**src/rtl/arp_cache.sv**
```systemverilog
// IP-to-MAC cache answering MAC lookups; a miss triggers ARP requests with
// timeout and retry. State table: IDLE | accept query ; LOOKUP | compare table ;
// REQUEST | hand target IP to ARP tx ; WAIT | reply or timeout ; RESPOND | hold result
module arp_cache #(
    parameter int CACHE_DEPTH    = 8,
    parameter int TIMEOUT_CYCLES = 20_000_000,
    parameter int RETRY_COUNT    = 3
) (
    input  logic        logic_clk,
    input  logic        logic_rst,
    input  logic        arp_update_valid_in,
    input  logic [31:0] arp_update_ip_in,
    input  logic [47:0] arp_update_mac_in,
    input  logic [31:0] arp_query_ip_in,
    input  logic        arp_query_valid_in,
    output logic        arp_query_ready_out,
    output logic [47:0] arp_response_mac_out,
    output logic        arp_response_valid_out,
    input  logic        arp_response_ready_in,
    output logic        arp_response_err_out,
    output logic        trig_arp_qvalid_out,
    output logic [31:0] trig_arp_ip_out,
    input  logic        trig_arp_qready_in
);
    localparam int PTR_W   = $clog2(CACHE_DEPTH);
    localparam int RETRY_W = $clog2(RETRY_COUNT + 1);
    localparam int TIMER_W = (TIMEOUT_CYCLES > 1) ? $clog2(TIMEOUT_CYCLES) : 1;
    localparam logic [TIMER_W-1:0] TIMER_LAST = TIMER_W'(TIMEOUT_CYCLES - 1);

    typedef enum logic [2:0] {IDLE, LOOKUP, REQUEST, WAIT, RESPOND} state_t;

    logic [CACHE_DEPTH-1:0] entry_valid;
    logic [31:0]            entry_ip  [CACHE_DEPTH];
    logic [47:0]            entry_mac [CACHE_DEPTH];
    logic [PTR_W-1:0]       wr_ptr;

    state_t             state;
    logic [31:0]        query_ip;
    logic [RETRY_W-1:0] retry;
    logic [TIMER_W-1:0] timer;

    logic               upd_hit;
    logic [PTR_W-1:0]   upd_idx;
    logic               lk_hit;
    logic [47:0]        lk_mac;

    // Entries never hold duplicate IPs, so OR-reducing the matching MACs is exact.
    always_comb begin
        upd_hit = 1'b0;
        upd_idx = '0;
        lk_hit  = (query_ip == 32'hFFFF_FFFF);
        lk_mac  = lk_hit ? 48'hFFFF_FFFF_FFFF : 48'h0;
        for (int i = 0; i < CACHE_DEPTH; i++) begin
            if (entry_valid[i] && entry_ip[i] == arp_update_ip_in) begin
                upd_hit = 1'b1;
                upd_idx = PTR_W'(i);
            end
            if (entry_valid[i] && entry_ip[i] == query_ip) begin
                lk_hit = 1'b1;
                lk_mac = lk_mac | entry_mac[i];
            end
        end
    end

    always_ff @(posedge logic_clk) begin
        if (logic_rst) begin
            entry_valid <= '0;
            wr_ptr      <= '0;
        end else if (arp_update_valid_in && arp_update_ip_in != 32'h0) begin
            if (upd_hit) begin
                entry_mac[upd_idx] <= arp_update_mac_in;
            end else begin
                entry_valid[wr_ptr] <= 1'b1;
                entry_ip[wr_ptr]    <= arp_update_ip_in;
                entry_mac[wr_ptr]   <= arp_update_mac_in;
                wr_ptr              <= wr_ptr + PTR_W'(1);
            end
        end
    end

    always_ff @(posedge logic_clk) begin
        if (logic_rst) begin
            state                  <= IDLE;
            query_ip               <= '0;
            retry                  <= '0;
            timer                  <= '0;
            arp_query_ready_out    <= 1'b0;
            arp_response_valid_out <= 1'b0;
            arp_response_mac_out   <= '0;
            arp_response_err_out   <= 1'b0;
            trig_arp_qvalid_out    <= 1'b0;
            trig_arp_ip_out        <= '0;
        end else begin
            case (state)
                IDLE: begin
                    arp_query_ready_out <= 1'b1;
                    if (arp_query_valid_in && arp_query_ready_out) begin
                        arp_query_ready_out <= 1'b0;
                        query_ip            <= arp_query_ip_in;
                        state               <= LOOKUP;
                    end
                end
                LOOKUP: begin
                    if (lk_hit) begin
                        arp_response_mac_out <= lk_mac;
                        arp_response_err_out <= 1'b0;
                        state                <= RESPOND;
                    end else begin
                        retry               <= '0;
                        trig_arp_qvalid_out <= 1'b1;
                        trig_arp_ip_out     <= query_ip;
                        state               <= REQUEST;
                    end
                end
                REQUEST: begin
                    if (trig_arp_qready_in) begin
                        trig_arp_qvalid_out <= 1'b0;
                        timer               <= '0;
                        state               <= WAIT;
                    end
                end
                WAIT: begin
                    // A reply landing on the timeout cycle still counts as a hit.
                    if (lk_hit) begin
                        arp_response_mac_out <= lk_mac;
                        arp_response_err_out <= 1'b0;
                        state                <= RESPOND;
                    end else if (timer == TIMER_LAST) begin
                        if (int'(retry) + 1 < RETRY_COUNT) begin
                            retry               <= retry + RETRY_W'(1);
                            trig_arp_qvalid_out <= 1'b1;
                            trig_arp_ip_out     <= query_ip;
                            state               <= REQUEST;
                        end else begin
                            arp_response_mac_out <= '0;
                            arp_response_err_out <= 1'b1;
                            state                <= RESPOND;
                        end
                    end else begin
                        timer <= timer + TIMER_W'(1);
                    end
                end
                RESPOND: begin
                    // Valid rises one cycle after entry so a hit answers two edges after accept.
                    if (!arp_response_valid_out) begin
                        arp_response_valid_out <= 1'b1;
                    end else if (arp_response_ready_in) begin
                        arp_response_valid_out <= 1'b0;
                        arp_query_ready_out    <= 1'b1;
                        state                  <= IDLE;
                    end
                end
                default: state <= IDLE;
            endcase
        end
    end
endmodule

```
**config.mk**
```make
export PLATFORM = sky130hd
export DESIGN_NAME = arp_cache
export DESIGN_NICKNAME = d
export VERILOG_FILES = /design/src/rtl/arp_cache.sv
export SDC_FILE = /design/constraint.sdc
export NUM_CORES = 1
export LEC_CHECK = 0
export BUFFER_PORTS_ARGS = -buffer_cell sky130_fd_sc_hd__buf_4
export CORE_MARGIN = 3
export CORE_UTILIZATION = 50
export CTS_CLUSTER_SIZE = 14
export DETAILED_ROUTE_END_ITERATION = 10
export PLACE_DENSITY = 0.68
export SLEW_MARGIN = 20
export SYNTH_ARGS = -nofsm -noshare
export SYNTH_HDL_FRONTEND = slang
export SYNTH_SLANG_ARGS = --single-unit
```
**constraint.sdc**
```tcl
create_clock -name logic_clk -period 9.8 [get_ports logic_clk]
set_clock_uncertainty 0.2 [all_clocks]
set_input_delay 0 -clock logic_clk [delete_from_list [all_inputs] [get_ports logic_clk]]
set_output_delay 0 -clock logic_clk [all_outputs]
set_load 0.01 [all_outputs]
```
After elaboration in Yosys (flattened, before gate mapping)

Memory sizes are Yosys's and may differ from the RTL's.
Cells that the tools add are included.

Bits in registers: 157
Word-level logic and storage cells: 189
Output and inout bits: 84
Memories kept: 2
RAM bits: 640
Input bits: 118

Memory list:

| memory    | depth | width | read ports | clocked after Yosys merged registers in | wr ports | RTL line | RTL |
|---|---|---|---|---|---|---|---|
| entry_mac | 8     | 48    | 8          | 0                                       | 1        | 34       | `logic [47:0] entry_mac [CACHE_DEPTH];` |
| entry_ip  | 8     | 32    | 8          | 0                                       | 1        | 33       | `logic [31:0] entry_ip [CACHE_DEPTH];` |

Eq/ne operators: 34
Bitwise logic cells: 10
Magnitude comparators: 3
Multiplexer cells: 90
$add $sub $neg: 4
Reduce and logical (&&, ||, !) cells: 34

Operator list:

| kind                  | number |
|---|---|
| $mux 48               | 14 |
| $eq 32x32->1          | 16 |
| $or 48x48->48         | 8 |
| $mux 32               | 4 |
| $pmux 48 s2           | 1 |
| $mux 25               | 3 |
| $pmux 32 s2           | 1 |
| $pmux 25 s2           | 1 |
| $reduce_or 48->1      | 1 |
| $mux 3                | 15 |
| $mux 1                | 41 |
| $eq 32x32->1 const B  | 1 |
| $reduce_bool 32->1    | 1 |
| $add 25x1->25 const B | 1 |
| $eq 25x25->1 const B  | 1 |
| $ne 2x2->1 const B    | 10 |
| $logic_and 1x1->1     | 19 |
| $pmux 3 s5            | 1 |
| $reduce_and 5->1      | 2 |
| $mux 2                | 4 |
| $or 8x8->8            | 1 |
| $reduce_and 4->1      | 2 |
| $eq 3x2->1 const B    | 2 |
| $ne 3x3->1 const B    | 2 |
| other kinds (19)      | 23 |

Longest topological paths before layout

Depth in word-level cells: 20
Depth in mapped cells: 11
Depth with buffers taken out: 8

Worst setup path before layout

Ideal clock, no wire load.

Path kind: register to register
Start: memory entry_ip[2][17]
End: memory entry_mac[0][0], enable pin
Data required time: 9.027 ns
Cell stages (with the launch flop): 9
Data arrival time: 6.662 ns
Path buffers: 0
Clock period less this slack: 7.435 ns
Slack: 2.365 ns
Library setup time: 0.573 ns
Cell sequence: edfxtp_1 xnor2_1 nand4_1 or4_2 nor4_1 o311a_1 o31a_1 nand3_1 nor4_1

RTL lines:

| what               | RTL line |
|---|---|
| start: declaration | 33 |
| end: declaration   | 34 |

Worst setup path after layout

Start: register query_ip[13]
End: register timer[24]

Word-level cells in the longest chain between the ends: 12
Elaborated cells on any way between the ends: 27
Those cells by class: 10 x eq/ne; 8 x mux; 9 x reduce/logical

Ends and longest elaborated chain:

| what                         | RTL line | RTL |
|---|---|---|
| start: declaration           | 38       | `logic [31:0] query_ip;` |
| start signal: assignment     | 99       | `query_ip <= arp_query_ip_in;` |
| $eq 32x32->1                 | 58       | `if (entry_valid[i] && entry_ip[i] == query_ip) begin` |
| $logic_and 1x1->1            | 58       |  |
| $mux 1 (7 in a row)          | 58       |  |
| $mux 1 *                     | 58       |  |
| $ne 2x2->1 (no line) *       | --       |  |
| $reduce_and 4->1 (no line) * | --       |  |
| end signal: assignment       | 140      | `timer <= timer + TIMER_W'(1);` |
| end: declaration             | 40       | `logic [TIMER_W-1:0] timer;` |

Every way passes the cells marked *; elsewhere a longest branch is shown, timed or not.
A chain may end at the register's enable or synchronous reset.

==> reports/metrics.yaml <==
status: "finished clean"
wire_per_inst_um: 27.7
synth_top_area_share_pct: 56.4
drc: 0
drt_iter0_markers: 2569
multi_input_area_um2: 11000
htreeDepth: 3
yosys-top-cells-count: "640 x edfxtp_1, 385 x xor2_1, 157 x dfxtp_1, 136 x a21oi_1, 134 x nor4_1"
drive_gt1_share_pct: 14.2
syn_area_per_cell_um2: 13.6
fillers: 5083
max_stage_delay_ns: 1.13
switching_power_w: 0.00174
clock_sinks: 797
hold_path_startpoint: "arp_update_ip_in[11]"
ys_ff_latch: 797
synthesis.nets: 2622
final_cell_count_no_fill: 3868
setup_violations: 0
yosys_warnings: 0
netlist_area_um2: 34100
total_power_w: 0.00748
crit_type: "reg -> reg"
r2r-end: "timer[24]"
crit_arrival_ns: 5.05
p_seq_share_pct: 50.8
post-route-min-period_ns: 4.70
cp-end-kind: "flip-flop"
drt-vias-per-instance: 6.25
routabilityCongestion: 0.931
cts_root_buffer: "clkbuf_16"
area_growth_pct: 22.4
die_y_um: 267
intPower_w: 0.00574
crit_buf_inv: 1
placed_cells: 3450
grt_antenna_before_repair: 2
drv_cap: 0
synth_edf_count: 640
start_util_pct: 50.6
grt_usage_pct: 29.7
netlist_instances: 2500
crit_top_cell: "nand4_1"
pin_count: 202
path_cells: "xor2_1 -> nor4_1 -> nand4_1 -> nor3_2 -> buf_4 -> nor3_1 -> nand4_1 -> or4_1 -> a21oi_1"
die_w_um: 267
rows: 95
critPathLaunchType: "flip-flop"
crit_family: "simple AND/OR/NAND/NOR gates"
numCtsBuffers: 83
port_buffers: 201
ys.flop_type: "edfxtp_1"
power_frac_comb_pct: 6.4
r2r_slack_ns: 5.10
async_reset_ff_share_pct: 0
place_hpwl_mm: 59.7
worstHoldPathType: "in -> reg"
drt_pass1_iterations: 8
critical_path_required_ns: 10.15
grt_pass1_wl_mm: 156
ir_worst_vdd_mv: 0.164
whs_path_depth: 2
grt_max_degree: 78
hold_violations: 0
die-area_um2: 71300
powerDensity_nw_per_um2: 179
critPathSlowestCell: "dfxtp_1"
core_area_um2: 67300
finalCritPeriodShare_pct: 48.0
clock_path_buffers: 3
ys_types: 64
grt_overflow: 0
nets: 3045
rsz0062_at_grt: "false"
grt_pass1_vias: 24450
tightest_slew_ns: 1.28
path_max_fanout: 50
dr_total_vias: 24181
slew_violations: 0
synth_top_area_cell: "edfxtp_1"
worstReg2RegStart: "query_ip[13]"
cts_setup_buffers: 0
slew_headroom_pct: 14.6
routed_wl_mm: 107
seq_area_frac_synth_pct: 65.7
power_frac_clock_pct: 42.7
r2r_cells: 9
total_leakage_power_nw: 14.6
swShare_pct: 23.3
setup-tns-final_ns: 0
path_clk_slew_ns: 0.06
synth_most_common_cell: "edfxtp_1"
min_to: "entry_ip[7][11]"
ys_top_cells_by_area: "edfxtp_1 56%, xor2_1 9.9%, dfxtp_1 9.2%, xnor2_1 3.3%, nor4_1 2.5%"
clk_latency_ns: 0.65
cts_tree: "yes"
max_freq_ghz: 0.213
regArea_um2: 22400
ant_nets: 0
routing by layer:
| layer | vias to the layer above | share of wire, % | global-route usage, % |
|---|---|---|---|
| met4 | 0 | 5.1 | 14.6 |
| li1 | 10442 | - | - |
| met2 | 1339 | 48 | 49.5 |
| met3 | 324 | 8.7 | 5.18 |
| met5 | - | 0 | 0 |
| met1 | 12076 | 38 | 37.7 |
power by group through the flow:
stage                     Combinational (W)  Sequential [W]  Clock (W)
after floorplan                    0.000248         0.00380          0
after global placement             0.000374         0.00387          0
after detailed placement           0.000379         0.00387          0
after CTS                          0.000469         0.00380    0.00323
after global routing               0.000511         0.00380    0.00337
final                              0.000481         0.00380    0.00319
registers in the layout, summed over array words and instances (netlist names), 2 cells and up:
register,flops
query_ip,32
arp_response_mac_out,48
entry_mac,384
timer,25
wr_ptr,3
entry_valid,8
retry,2
trig_arp_ip_out,32
state,3
entry_ip,256
cell families (layout without fill, tap and decap cells):
logic type	count (synthesis)	in the layout	synth area share [%]
AO/OA/AOI/OAI	414	414	8.33
buffers and inverters	169	661	2.49
other	0	3	0
AND/OR/NAND/NOR	600	600	10.1
adder cells (fa/ha/maj)	4	4	0.147
flip-flops	797	797	65.7
XOR/XNOR	515	515	13.3
multiplexers	1	1	0.0294
cell type report:
type	instances	share of cell area, %
inverter	11	0.0990
tap	873	2.62
sequential	797	53.7
multi-input combinational	1534	26.4
clock buffer	112	5.52
clock inverter	42	1.19
antenna	3	0.0180
timing repair buffer	496	10.5
worst max-delay path by stage:
| stage | start | to | slack (ns) | depth (start not counted) |
|---|---|---|---|---|
| 2_1_floorplan | entry_ip[2][17] | entry_mac[0][0] | 2.37 | 8 |
| 3_3_place_gp | query_ip[21] | trig_arp_qvalid_out | 4.96 | 9 |
| 3_5_place_dp | query_ip[5] | timer[24] | 5.22 | 9 |
| 4_1_cts | query_ip[23] | timer[24] | 5.23 | 9 |
| 5_1_grt | query_ip[12] | timer[6] | 4.95 | 9 |
| 6_report | query_ip[13] | timer[24] | 5.10 | 9 |
repair_timing:
item,in CTS,in global routing
endpoints found under the hold margin,721,0
hold buffers,261,0
gates resized for setup,0,0
through the flow:
stage | hold WS (ns) | setup WS (ns) | instance area [µm²] | utilization, %
floorplan | -0.101 | 2.37 | 34100 | -
global placement | 0.0269 | 4.96 | 36300 | 53.9
detailed placement | 0.0343 | 5.22 | 36300 | 53.9
CTS | 0.0833 | 5.23 | 41700 | 62.0
global route | 0.122 | 4.95 | 41700 | 62.0
finish | 0.141 | 5.10 | 41700 | 62.0
cell usage in the layout (no fill, tap or decap), drive strengths merged, types with 96 or more instances in the layout:
master	Yosys	layout
nor4	142	142
xor2	386	386
edfxtp	640	640
nand2	110	110
xnor2	129	129
a21oi	137	137
dlygate4sd3	0	261
nand4	122	122
clkbuf	66	112
a22oi	96	96
buf	92	235
dfxtp	157	157
(Power assumes the default switching activity.)
